`config.mk`:
```
export PLATFORM = sky130hd
export DESIGN_NAME = chip_bus_arbiter
export DESIGN_NICKNAME = d
export VERILOG_FILES = /design/src/rtl/chip_bus_arbiter.sv
export SDC_FILE = /design/constraint.sdc
export NUM_CORES = 1
export LEC_CHECK = 0
export ABC_AREA = 0
export CAP_MARGIN = 20
export CORE_MARGIN = 1
export CORE_UTILIZATION = 33
export CTS_BUF_LIST = sky130_fd_sc_hd__clkbuf_8
export DETAILED_ROUTE_END_ITERATION = 6
export SKIP_CTS_REPAIR_TIMING = 1
export SLEW_MARGIN = 20
export SYNTH_ARGS = -nofsm -noshare
export SYNTH_HDL_FRONTEND = slang
export SYNTH_SLANG_ARGS = --single-unit
```
`constraint.sdc`:
```
create_clock -name CLK -period 1.4 [get_ports CLK]
set_clock_uncertainty 0.1 [all_clocks]
set_input_delay 0.35 -clock CLK [delete_from_list [all_inputs] [get_ports CLK]]
set_output_delay 0.35 -clock CLK [all_outputs]
set_load 0.01 [all_outputs]
```
`src/rtl/chip_bus_arbiter.sv`:
```
// Chip-RAM slot arbiter: splits each 2-CLK memory slot between Agnus DMA and the 68000,
// generating RAS/CAS, data-buffer direction, CPU DTACK and the blitter-slowdown request.
module chip_bus_arbiter #(
  parameter int STARVE_LIMIT = 3,
  parameter int CNT_W        = 4
) (
  input  logic CLK,
  input  logic _RST,
  input  logic _AS,
  input  logic _RE,
  input  logic R_W,
  input  logic DMA_REQ,
  input  logic DMA_PRI,
  input  logic BLIT_NASTY,
  output logic SLOT_PH,
  output logic DMA_ACK,
  output logic CPU_ACK,
  output logic _RAS,
  output logic _CAS,
  output logic _CDR,
  output logic _CDW,
  output logic _DTACK_O,
  output logic _BLS
);

  localparam logic [CNT_W-1:0] LIMIT   = CNT_W'(STARVE_LIMIT);
  localparam logic [CNT_W-1:0] CNT_MAX = {CNT_W{1'b1}};

  typedef enum logic [1:0] {
    OWN_IDLE,
    OWN_DMA,
    OWN_CPU
  } owner_e;

  owner_e           owner_q, owner_d;
  logic             slot_ph_q, slot_ph_d;
  logic [CNT_W-1:0] cnt_q, cnt_d;
  logic             bls_q, bls_d;
  logic             cpu_done_q, cpu_done_d;
  logic             dtack_q, dtack_d;
  logic             cdr_q, cdr_d;
  logic             cdw_q, cdw_d;
  logic             rw_q, rw_d;
  logic             cpu_pend;
  logic             starved;

  always_ff @(posedge CLK) begin
    if (!_RST) begin
      owner_q    <= OWN_IDLE;
      slot_ph_q  <= 1'b0;
      cnt_q      <= '0;
      bls_q      <= 1'b0;
      cpu_done_q <= 1'b0;
      dtack_q    <= 1'b0;
      cdr_q      <= 1'b0;
      cdw_q      <= 1'b0;
      rw_q       <= 1'b1;
    end else begin
      owner_q    <= owner_d;
      slot_ph_q  <= slot_ph_d;
      cnt_q      <= cnt_d;
      bls_q      <= bls_d;
      cpu_done_q <= cpu_done_d;
      dtack_q    <= dtack_d;
      cdr_q      <= cdr_d;
      cdw_q      <= cdw_d;
      rw_q       <= rw_d;
    end
  end

  // Owner, starvation count and _BLS only change on the edge that ends phase 1.
  always_comb begin
    owner_d    = owner_q;
    slot_ph_d  = ~slot_ph_q;
    cnt_d      = cnt_q;
    bls_d      = bls_q;
    cpu_done_d = cpu_done_q;
    dtack_d    = dtack_q;
    cdr_d      = cdr_q;
    cdw_d      = cdw_q;
    rw_d       = rw_q;
    cpu_pend   = !_AS && !_RE && !cpu_done_q;
    starved    = (cnt_q >= LIMIT);

    if (slot_ph_q) begin
      if (DMA_PRI)                                owner_d = OWN_DMA;
      else if (cpu_pend && starved && !BLIT_NASTY) owner_d = OWN_CPU;
      else if (DMA_REQ)                           owner_d = OWN_DMA;
      else if (cpu_pend)                          owner_d = OWN_CPU;
      else                                        owner_d = OWN_IDLE;

      if (cpu_pend && (owner_d != OWN_CPU))
        cnt_d = (cnt_q == CNT_MAX) ? cnt_q : cnt_q + 1'b1;
      else
        cnt_d = '0;

      bls_d = starved;
      rw_d  = R_W;
    end

    // DTACK and buffer enables hold until the CPU ends its bus cycle by raising _AS.
    if (!slot_ph_q && (owner_q == OWN_CPU)) begin
      dtack_d    = 1'b1;
      cdr_d      = rw_q;
      cdw_d      = !rw_q;
      cpu_done_d = 1'b1;
    end else if (cpu_done_q && _AS) begin
      dtack_d    = 1'b0;
      cdr_d      = 1'b0;
      cdw_d      = 1'b0;
      cpu_done_d = 1'b0;
    end
  end

  always_comb begin
    SLOT_PH  = slot_ph_q;
    DMA_ACK  = (owner_q == OWN_DMA);
    CPU_ACK  = (owner_q == OWN_CPU);
    _RAS     = (owner_q == OWN_IDLE);
    _CAS     = !((owner_q != OWN_IDLE) && slot_ph_q);
    _CDR     = !cdr_q;
    _CDW     = !cdw_q;
    _DTACK_O = !dtack_q;
    _BLS     = !bls_q;
  end

endmodule

```
# ---- Word-level counts from Yosys, hierarchy flattened
# Index checks and enable logic that the tools add are counted.
dict set report word_totals {
  output_inout_bits 9
  elab_cells 49
  input_bits 8
  ff_bits 12
}
dict set report classes {
  eq_ne 5
  addsub 1
  mux 11
  magnitude_cmp 1
  reduce_logical 22
  n_bitwise 1
}
# operator count
set op_table {}
lappend op_table {{$logic_not 1->1} 10}
lappend op_table {{$mux 2} 5}
lappend op_table {{$logic_and 1x1->1} 8}
lappend op_table {{$mux 4} 2}
lappend op_table {{$add 4x1->4 const B} 1}
lappend op_table {{$eq 4x4->1 const B} 1}
lappend op_table {{$ge 4x2->1 const B} 1}
lappend op_table {{$mux 1} 4}
lappend op_table {{$ne 2x2->1 const B} 2}
lappend op_table {{$reduce_bool 2->1} 2}
lappend op_table {{$eq 2x1->1 const B} 1}
lappend op_table {{$eq 2x2->1 const B} 1}
lappend op_table {{$logic_not 2->1} 1}
lappend op_table {{$reduce_and 2->1} 1}
lappend op_table {{$not 1->1} 1}

# ---- Logic depth before layout (Yosys ltp)
# Gate-level depths: netlist of the first run.
dict set report logic_depth {
  word_depth 12
  ltp_mapped 5
  ltp_nobuf 5
}

# ---- Worst setup path after synthesis of the first run
# Ideal clock, no wire load.
dict set report synth_timing {
  path_type {reg2reg}
  startpoint {reg cnt_q[0]}
  endpoint {reg cnt_q[0]}
  t_arrival_ns 1.263
  stages_incl_launch_ff 6
  n_path_buf 0
  synth_period_minus_slack_ns 1.485
  setup_ns 0.122
  required_ns 1.178
  slack_ns -0.085
  cell_sequence {dfxtp_1 > ha_1 > nor3_4 > o221ai_2 > nor2_1 > a311o_1}
}
dict set report synth_via {
  elab_chain_len 10
  word_cells_on_any_way 14
  classes_between {1 x add/sub; 1 x order compare; 3 x eq/ne; 5 x mux; 4 x reduce/logical}
}
# element line_no
set synth_rtl {}
lappend synth_rtl {{start, declared} 37} ;# logic [CNT_W-1:0] cnt_q, cnt_d;
lappend synth_rtl {{start signal, assigned} 61} ;# cnt_q <= cnt_d;
lappend synth_rtl {{$ge 4x2->1} 83} ;# starved = (cnt_q >= LIMIT);
lappend synth_rtl {{$logic_and 1x1->1 (2 in a row)} 87} ;# else if (cpu_pend && starved && !BLIT_NASTY) owner_d = OWN_CPU;
lappend synth_rtl {{$mux 2} 87}
lappend synth_rtl {{$mux 2} 86} ;# if (DMA_PRI) owner_d = OWN_DMA;
lappend synth_rtl {{$mux 2} 85} ;# if (slot_ph_q) begin
lappend synth_rtl {{$ne 2x2->1} 92} ;# if (cpu_pend && (owner_d != OWN_CPU))
lappend synth_rtl {{$logic_and 1x1->1} 92}
lappend synth_rtl {{$ne 2x2->1 (no line)} n/a}
lappend synth_rtl {{$reduce_and 2->1 (no line)} n/a}
# Several ways; a longest one is shown, not always the timed one. The select of a mux whose other input is x is not followed.
# A chain may end at the register's enable or synchronous reset.

# ---- Worst setup path after layout of the first run
dict set report layout_timing {
  startpoint {reg cnt_q[1]}
  endpoint {reg cnt_q[2]}
}
# Same word-level chain as after synthesis.

==> results by group, run 1 <==
Clocking
  – Root Driver: clkbuf_8
  – CTS Buf Count: 3
  – # clock sinks: 12
  – Clock slew at reported path FFs: roughly 50 ps
  – H-tree depth: 1
  – Clk_lat worst skew: approximately 240 ps
  – Deepest clock path buffer count: 2
  – Clock tree from TritonCTS: done

Die
  – Initial core utilization: 0.357
  – Die Wd: 45.7 um
  – Ports: 17
  – Die Ht: around 46 um
  – Core area: between 1500 and 2000 um2
  – Row Count: 15
  – Die area: 2090 um2

Placement
  – Final GP Congestion: ~0.79
  – Count of buffers from port buffering: 16
  – Post-DP HPWL: between 1 and 1.5 mm

Yosys
  – Yosys top cell area share: 0.382
  – Register area share after synthesis: 0.382
  – Synth area leader: dfxtp_1
  – Synth Flop Type: dfxtp_1
  – Top post-synthesis cells by count: dfxtp_1 (12), inv_1 (7), nand2_1 (7)
  – Syn nets: 80
  – Ys Warns: 0
  – Cell area after synthesis: between 600 and 700 um2
  – Avg Inst Size Synth: 8.86 um2
  – Top cells by area, synth: dfxtp_1 (38%), nor3_4 (5.2%), nor2b_1 (5.0%)
  – Unique masters post-synth: 29
  – Count leader, synth: dfxtp_1
  – Yosys reg bits: 12
  – Post-synth EDFFs: 0
  – Fraction of registers with async set/reset: 0
  – Syn Inst Count: 71

Timing
  – Final Hold Fails: 0
  – Fin crit period: between 1000 and 1500 ps
  – # setup viols final: 0
  – Setup TNS: 0 ps
  – Tightest hold margin: between 300 and 400 ps
  – Worst slew margin: 0.816
  – Worst Max-Slew Pin Slew: 274 ps
  – RSZ-0062 raised after global routing: yes
  – FMAX: around 0.72 GHz
  – Period utilization: 0.992
  – Slew Viols, Final: 0

Run
  – Max cap viols: 0

Worst setup path
  – Worst Path Max Fanout: 4
  – Setup CP Type: reg2reg
  – Crit start category: flip-flop
  – Worst endpoint required time: 1470 ps
  – Critical path arrival: about 1500 ps
  – Worst setup EP type: flip-flop

Detailed routing
  – Initial detailed-routing violation count: 8
  – Drt pass-1 iters: 4
  – Wl on met1: around 700 um
  – DRC Markers: 0
  – Drt via density: 4.77
  – Post-route ant nets: 0
  – DR WL/cell: approximately 12 um
  – Highest metal used: met4
  – Routed wl met2: 671 um
  – DRT Wirelength: between 1 and 1.5 mm
  – Total number of vias: between 600 and 700
  – WL met3: 72 um

Power
  – Internal: 0.000672 W
  – Clock network power share: 0.439
  – Leakage: 0.484 nW
  – Comb pwr share: 0.144
  – Sw frac: 0.225
  – VDD IR max: roughly 0.71 mV
  – Reg power frac: 0.417
  – Sw Pwr: between 0.00015 and 0.0002 W
  – PwrDens: ~830 nW/um2

Final layout
  – Area grow syn2layout: 66.4%
  – N_diodes: 0
  – Layout cells sized above 1: 0.337
  – Nets@finish: 114
  – Fin util: 0.594

GRT
  – Vias in the first global route: approximately 550
  – Largest net degree at the start of global routing: 10
  – Initial antenna violation count: 0
  – Gr ovfl total: 0
  – Total GRT Usage: 0.159
  – First-pass GRT wire length: roughly 2.2 mm

Worst hold path
  – Min-Delay Path Class: reg2reg

Run status
  – Outcome: finished clean
[registers in the layout, summed over array words and instances, names as in the netlist]
register  cells
SLOT_PH       1
cdw_q         1
dtack_q       1
cnt_q         4
rw_q          1
bls_q         1
cdr_q         1
owner_q       2
[cells in the final DEF, fill, tap and decap left out, drive strengths merged, types with 2 or more instances in the layout]
cell / n
a21oi: 3
and2: 2
buf: 15
clkbuf: 5
clkdlybuf4s50: 2
dfxtp: 12
dlymetal6s2s: 13
inv: 7
mux2i: 2
nand2: 7
nand3: 2
nand4: 2
nor2: 4
nor2b: 5
nor3: 5
o21a: 2
o21ai: 4
[final timing paths]
check / from / to / slack [ps] / depth (start not counted)
max reg2reg: cnt_q[1]$_SDFFE_PN0P_ / cnt_q[2]$_SDFFE_PN0P_ / 10 / 5
min reg2reg: bls_q$_SDFFE_PN0P_ / bls_q$_SDFFE_PN0P_ / 390 / 1
max: cnt_q[1]$_SDFFE_PN0P_ / cnt_q[2]$_SDFFE_PN0P_ / 10 / 5
min: bls_q$_SDFFE_PN0P_ / bls_q$_SDFFE_PN0P_ / 390 / 1
[worst max-delay path: stages (launching register included)]
cell and delay (ps):
dfxtp_2 330, ha_4 180, nor3_4 170, o221ai_4 140
a21bo_1 230, nor3_2 160
[power groups by stage]
stage | clock network (W) | registers [W] | logic (W)
5_1_grt | 0.000403 | 0.000363 | 0.000136
2_1_floorplan | 0 | 0.000370 | 0.0000453
3_5_place_dp | 0 | 0.000369 | 0.000127
6_report | 0.000381 | 0.000362 | 0.000125
3_3_place_gp | 0 | 0.000368 | 0.000126
4_1_cts | 0.000389 | 0.000361 | 0.000128
[per-layer routing]
layer / GRT usage / vias up
li1: - / 317
met1: 0.192 / 276
met2: 0.240 / 18
met3: 0.0476 / 4
met4: 0.109 / 0
met5: 0 / -
[cell families after synthesis]
group | Yosys count | synth area share
AOI/OAI and AO/OA | 16 | 0.197
DFF | 12 | 0.382
and+or+nand+nor | 31 | 0.314
muxes | 2 | 0.0318
buffers and inverters | 9 | 0.0557
adders and majority gates | 1 | 0.0199
[per-stage QoR]
| step | setup slack [ps] | area, um2 | cells | power (W) |
|---|---|---|---|---|
| 6_report | 11.4 | 1050 | 129 | 0.000868 |
| 5_1_grt | -52.3 | 1050 | 129 | 0.000902 |
| 4_1_cts | -383 | 993 | 129 | 0.000879 |
| 3_5_place_dp | -451 | 938 | 125 | 0.000496 |
| 3_3_place_gp | -397 | 938 | 125 | 0.000494 |
| 2_1_floorplan | 10.3 | 643 | 71 | 0.000415 |
[area by class of cell]
class,instances,area [um2]
clock buffer,4,55.1
fill,172,717
inverter,7,26.3
multi-input combinational,50,388
sequential,12,246
tap,25,31.3
timing repair buffer,31,300
No activity file was read; power rests on OpenSTA's default activity.
==> inputs of run 2 (changes only) <==
- CTS_CLUSTER_DIAMETER: unset -> 150
- TNS_END_PERCENT: unset -> 30
==> results by group, run 2 (synthesis results as in run 1) <==
Clocking
  – Root Driver: clkbuf_8 (unchanged)
  – Clock slew at reported path FFs: 50 ps (about the same)
  – CTS Buf Count: 3 (unchanged)
  – Clk_lat worst skew: 240 ps (about the same)
  – Clock tree from TritonCTS: done (unchanged)
  – # clock sinks: 12 (unchanged)
  – Deepest clock path buffer count: 2 (unchanged)
  – H-tree depth: 1 (unchanged)

Detailed routing
  – Total number of vias: 613 (was 615)
  – Post-route ant nets: 0 (unchanged)
  – Drt pass-1 iters: 4 (unchanged)
  – DRT Wirelength: 1.47 mm (was 1.49 mm)
  – DR WL/cell: 11.4 um (was 11.5 um)
  – Initial detailed-routing violation count: 8 (unchanged)
  – Drt via density: 4.75 (was 4.77)
  – DRC Markers: 0 (unchanged)

Timing
  – # setup viols final: 2 (was 0)
  – Fin crit period: 1450 ps (was 1390 ps)
  – RSZ-0062 raised after global routing: yes (unchanged)
  – Worst slew margin: 0.816 (unchanged)
  – Final Hold Fails: 0 (unchanged)
  – Final setup margin: -51.3 ps (was 11.4 ps)
  – Worst Max-Slew Pin Slew: 274 ps (unchanged)
  – Slew Viols, Final: 0 (unchanged)
  – Period utilization: 1.04 (was 0.992)
  – FMAX: 0.689 GHz (was 0.720 GHz)
  – Tightest hold margin: 389 ps (about the same)
  – Setup TNS: -57.0 ps (was 0 ps)

Final layout
  – Most frequent cells in the layout: buf_4 (15), dlymetal6s2s_1 (12), dfxtp_1 (9) (was buf_4 (15), dlymetal6s2s_1 (13), dfxtp_1 (7), inv_1 (7), nand2_1 (7))
  – Multi-input logic area: 367 um2 (was 388 um2)
  – Most common cell after layout, fill and taps aside: buf_4 (unchanged)
  – Layout cells sized above 1: 0.298 (was 0.337)
  – Area grow syn2layout: 62.2% (was 66.4%)
  – Largest register by flop count: cnt_q (unchanged)
  – Fill cell count: 174 (was 172)
  – Area taken by flip-flops and latches: 244 um2 (was 246 um2)
  – N_diodes: 0 (unchanged)
  – Largest regs: cnt_q (4), owner_q (2) (unchanged)
  – Max reg flops: 4 (unchanged)
  – Nets@finish: 114 (unchanged)

Die
  – Ports: 17 (unchanged)
  – Die Ht: 45.7 um (unchanged)
  – Row Count: 15 (unchanged)
  – Die Wd: 45.7 um (unchanged)
  – Initial core utilization: 0.357 (unchanged)
  – Die area: 2090 um2 (unchanged)
  – Core area: 1760 um2 (unchanged)

Worst setup path
  – Worst setup EP type: flip-flop (unchanged)
  – Critical path arrival: 1480 ps (was 1460 ps)
  – R2R Path End: cnt_q[0]$_SDFFE_PN0P_ (was cnt_q[2]$_SDFFE_PN0P_)
  – Crit start category: input port (was flip-flop)
  – Crit path launch: DMA_REQ (was cnt_q[1]$_SDFFE_PN0P_)
  – Setup CP Type: in2reg (was reg2reg)
  – Worst Setup EP: cnt_q[0]$_SDFFE_PN0P_ (was cnt_q[2]$_SDFFE_PN0P_)
  – Register-to-Register Path Depth: 5 (unchanged)
  – Worst endpoint required time: 1430 ps (was 1470 ps)
  – FF-to-FF setup slack: -30 ps (was 10 ps)
  – R2r startpoint: cnt_q[1]$_SDFFE_PN0P_ (unchanged)
  – Worst Path Max Fanout: 4 (unchanged)

GRT
  – Vias in the first global route: 549 (unchanged)
  – First-pass GRT wire length: 2.23 mm (unchanged)
  – Total GRT Usage: 0.159 (unchanged)
  – Initial antenna violation count: 0 (unchanged)
  – Largest net degree at the start of global routing: 10 (unchanged)
  – Gr ovfl total: 0 (unchanged)

Power
  – Leakage: 0.472 nW (was 0.484 nW)
  – VDD IR max: 0.703 mV (was 0.711 mV)
  – PwrDens: 842 nW/um2 (was 828 nW/um2)

Placement
  – Pre-CTS setup slack: -451 ps (unchanged)
  – Count of buffers from port buffering: 16 (unchanged)
  – Final GP Congestion: 0.789 (unchanged)
  – Post-DP HPWL: 1.10 mm (unchanged)

Run status
  – Failing checks: negative setup slack
  – Outcome: finished, violations left (was finished clean)

Worst hold path
  – Min-Delay Path Class: reg2reg (unchanged)

Run
  – Max cap viols: 0 (unchanged)
run 2: worst min-delay path by stage:
stage | slack (ps) | depth (start not counted) | end | from
2_1_floorplan | 350 | 1 | bls_q$_SDFFE_PN0P_ | bls_q$_SDFFE_PN0P_
3_3_place_gp | 370 | 1 | bls_q$_SDFFE_PN0P_ | bls_q$_SDFFE_PN0P_
3_5_place_dp | 380 | 1 | bls_q$_SDFFE_PN0P_ | bls_q$_SDFFE_PN0P_
4_1_cts | 400 | 1 | bls_q$_SDFFE_PN0P_ | bls_q$_SDFFE_PN0P_
5_1_grt | 430 | 1 | bls_q$_SDFFE_PN0P_ | bls_q$_SDFFE_PN0P_
6_report | 390 | 1 | bls_q$_SDFFE_PN0P_ | bls_q$_SDFFE_PN0P_
run 2: report_power, final:
group | switching, W | internal [W] | total [W]
Sequential | 0.0000100 | 0.000353 | 0.000363
Combinational | 0.0000514 | 0.0000698 | 0.000121
Clock | 0.000127 | 0.000248 | 0.000376
run 2: critical path, stage by stage:
cell,delay [ps]
clkdlybuf4s50_1,450
o221ai_2,280
nor2_1,90
a311o_1,310
run 2: final cells by class:
| type | instances | share of cell area |
|---|---|---|
| flip-flops and latches | 12 | 0.239 |
| repair buffers | 31 | 0.292 |
| well taps | 25 | 0.0306 |
| inverters | 7 | 0.0257 |
| clock buffers | 4 | 0.0539 |
| multi-input cells | 50 | 0.359 |
run 2: per-stage QoR:
step / util / cell area (um2) / instances / power [W]
after global routing: 0.579 / 1020 / 129 / 0.000899
after CTS: 0.563 / 993 / 129 / 0.000879
after floorplan: - / 643 / 71 / 0.000415
final: 0.579 / 1020 / 129 / 0.000860
after global placement: 0.532 / 938 / 125 / 0.000494
after detailed placement: 0.532 / 938 / 125 / 0.000496
run 2: per-layer routing:
metal | vias to the layer above | global-route usage | wire [um]
met5 | - | 0 | 0
met4 | 0 | 0.109 | 18
met3 | 2 | 0.0476 | 66
met2 | 18 | 0.240 | 645
met1 | 275 | 0.192 | 737
li1 | 318 | - | -
==> inputs of run 3 (changes only) <==
--- a/config.mk
+++ b/config.mk
@@ -11,5 +11,4 @@
 export CORE_UTILIZATION = 33
 export CTS_BUF_LIST = sky130_fd_sc_hd__clkbuf_8
-export CTS_CLUSTER_DIAMETER = 150
 export DETAILED_ROUTE_END_ITERATION = 6
 export SKIP_CTS_REPAIR_TIMING = 1
==> constraint.sdc (replaced) <==
create_clock -name CLK -period 1.4 [get_ports CLK]
set_clock_uncertainty 0.1 [all_clocks]
set_input_delay 0.28 -clock CLK [delete_from_list [all_inputs] [get_ports CLK]]
set_output_delay 0.28 -clock CLK [all_outputs]
set_load 0.01 [all_outputs]
==> results by group, run 3 (synthesis results as in run 1) <==
Worst setup path
  – Setup CP Type: reg2reg (was in2reg)
  – Worst Path Max Fanout: 4 (unchanged)
  – Critical path arrival: 1440 ps (was 1480 ps)
  – Register-to-Register Path Depth: 5 (unchanged)
  – Worst setup EP type: flip-flop (unchanged)
  – FF-to-FF setup slack: -20 ps (was -30 ps)
  – R2r startpoint: cnt_q[1]$_SDFFE_PN0P_ (unchanged)
  – R2R Path End: cnt_q[0]$_SDFFE_PN0P_ (unchanged)
  – Crit start category: flip-flop (was input port)
  – Worst endpoint required time: 1420 ps (was 1430 ps)

Clocking
  – Clock tree from TritonCTS: done (unchanged)
  – Deepest clock path buffer count: 2 (unchanged)
  – Root Driver: clkbuf_8 (unchanged)
  – H-tree depth: 1 (unchanged)
  – # clock sinks: 12 (unchanged)
  – Clock slew at reported path FFs: 50 ps (about the same)
  – CTS Buf Count: 3 (unchanged)
  – Clk_lat worst skew: 240 ps (about the same)

Timing
  – Final Hold Fails: 0 (unchanged)
  – Worst Max-Slew Pin Slew: 284 ps (was 274 ps)
  – Period utilization: 1.01 (was 1.04)
  – FMAX: 0.704 GHz (was 0.689 GHz)
  – Worst slew margin: 0.810 (was 0.816)
  – Fin crit period: 1420 ps (was 1450 ps)
  – Slew Viols, Final: 0 (unchanged)
  – Final setup margin: -20.1 ps (was -51.3 ps)
  – # setup viols final: 1 (was 2)
  – RSZ-0062 raised after global routing: yes (unchanged)
  – Setup TNS: -20.1 ps (was -57.0 ps)

Worst hold path
  – Hold Path End: owner_q[0]$_SDFFE_PN0P_ (was bls_q$_SDFFE_PN0P_)
  – Min-Delay Path Class: in2reg (was reg2reg)
  – Hold Startpoint: DMA_PRI (was bls_q$_SDFFE_PN0P_)
  – Worst Hold Depth: 4 (was 1)

Final layout
  – Most common cell after layout, fill and taps aside: buf_4 (unchanged)
  – Largest regs: cnt_q (4), owner_q (2) (unchanged)
  – Most frequent cells in the layout: buf_4 (14), dlymetal6s2s_1 (12), dfxtp_1 (10) (was buf_4 (15), dlymetal6s2s_1 (12), dfxtp_1 (9))
  – Fill cell count: 179 (was 174)
  – Fin util: 0.579 (about the same)
  – Area grow syn2layout: 62.4% (was 62.2%)
  – Multi-input logic area: 372 um2 (was 367 um2)
  – Layout cells sized above 1: 0.282 (was 0.298)
  – Max reg flops: 4 (unchanged)
  – N_diodes: 0 (unchanged)
  – Largest register by flop count: cnt_q (unchanged)
  – Final Non-Filler Cells: 128 (was 129)
  – Nets@finish: 113 (was 114)
  – Area taken by flip-flops and latches: 243 um2 (was 244 um2)

Power
  – VDD IR max: 0.451 mV (was 0.703 mV)
  – PwrDens: 832 nW/um2 (was 842 nW/um2)
  – Leakage: 0.460 nW (was 0.472 nW)
  – Tot Pwr: 0.000851 W (was 0.000860 W)

GRT
  – Initial antenna violation count: 0 (unchanged)
  – First-pass GRT wire length: 2.21 mm (was 2.23 mm)
  – Total GRT Usage: 0.148 (was 0.159)
  – Gr ovfl total: 0 (unchanged)
  – Largest net degree at the start of global routing: 10 (unchanged)
  – Vias in the first global route: 542 (was 549)

Die
  – Die Ht: 45.7 um (unchanged)
  – Die area: 2090 um2 (unchanged)
  – Initial core utilization: 0.357 (unchanged)
  – Ports: 17 (unchanged)
  – Row Count: 15 (unchanged)
  – Core area: 1760 um2 (unchanged)
  – Die Wd: 45.7 um (unchanged)

Detailed routing
  – DR WL/cell: 10.6 um (was 11.4 um)
  – Post-route ant nets: 0 (unchanged)
  – Drt via density: 4.72 (was 4.75)
  – Drt pass-1 iters: 4 (unchanged)
  – Total number of vias: 604 (was 613)
  – DRC Markers: 0 (unchanged)
  – DRT Wirelength: 1.36 mm (was 1.47 mm)
  – Initial detailed-routing violation count: 15 (was 8)

Run status
  – Outcome: finished, violations left (unchanged)
  – Failing checks: negative setup slack (unchanged)

Placement
  – Final GP Congestion: 0.795 (was 0.789)
  – DP Cell Count: 124 (was 125)
  – Count of buffers from port buffering: 16 (unchanged)
  – Post-DP HPWL: 1.07 mm (was 1.10 mm)

Run
  – Max cap viols: 0 (unchanged)
[run 3: report_power, final]
part	internal, W	leakage [nW]	switching (W)
clock network	0.000248	0.0288	0.000120
registers	0.000353	0.0985	0.00000897
logic	0.0000700	0.333	0.0000518
[run 3: cell type report]
type                            instances  share of cell area
Clock buffer                            4              0.0539
Inverter                                7              0.0257
Multi-Input combinational cell         50               0.364
Sequential cell                        12               0.237
Tap cell                               25              0.0306
Timing Repair Buffer                   30               0.289
[run 3: critical path, stage by stage (launching register included)]
cell and delay, ps:
dfxtp_1 360, ha_4 170, nor3_4 40, o221ai_2 230
nor2_1 80, a311o_1 310
[run 3: layer usage]
metal / GRT usage / part of all wire
met1: 0.209 / 0.50
met4: 0.0727 / 0.0029
met5: 0 / 0
met2: 0.217 / 0.45
met3: 0.0238 / 0.043
[run 3: worst max-delay path by stage]
stage                                        from                    end  slack, ps  depth (start not counted)
final                       cnt_q[1]$_SDFFE_PN0P_  cnt_q[0]$_SDFFE_PN0P_        -20                          5
after global routing        cnt_q[1]$_SDFFE_PN0P_  cnt_q[0]$_SDFFE_PN0P_        -70                          5
after floorplan             cnt_q[1]$_SDFFE_PN0P_  cnt_q[0]$_SDFFE_PN0P_         10                          5
after detailed placement               BLIT_NASTY  cnt_q[0]$_SDFFE_PN0P_       -370                          5
after global placement                 BLIT_NASTY  cnt_q[0]$_SDFFE_PN0P_       -330                          5
after CTS                 owner_q[0]$_SDFFE_PN0P_                   _CAS       -300                          2
[run 3: metrics by stage]
stage / setup WS (ps) / cell area [um2] / hold slack [ps]
floorplan: 10.3 / 643 / 308
global placement: -327 / 931 / 367
detailed placement: -372 / 931 / 373
CTS: -304 / 986 / 391
global route: -72.4 / 1020 / 403
finish: -20.1 / 1020 / 359
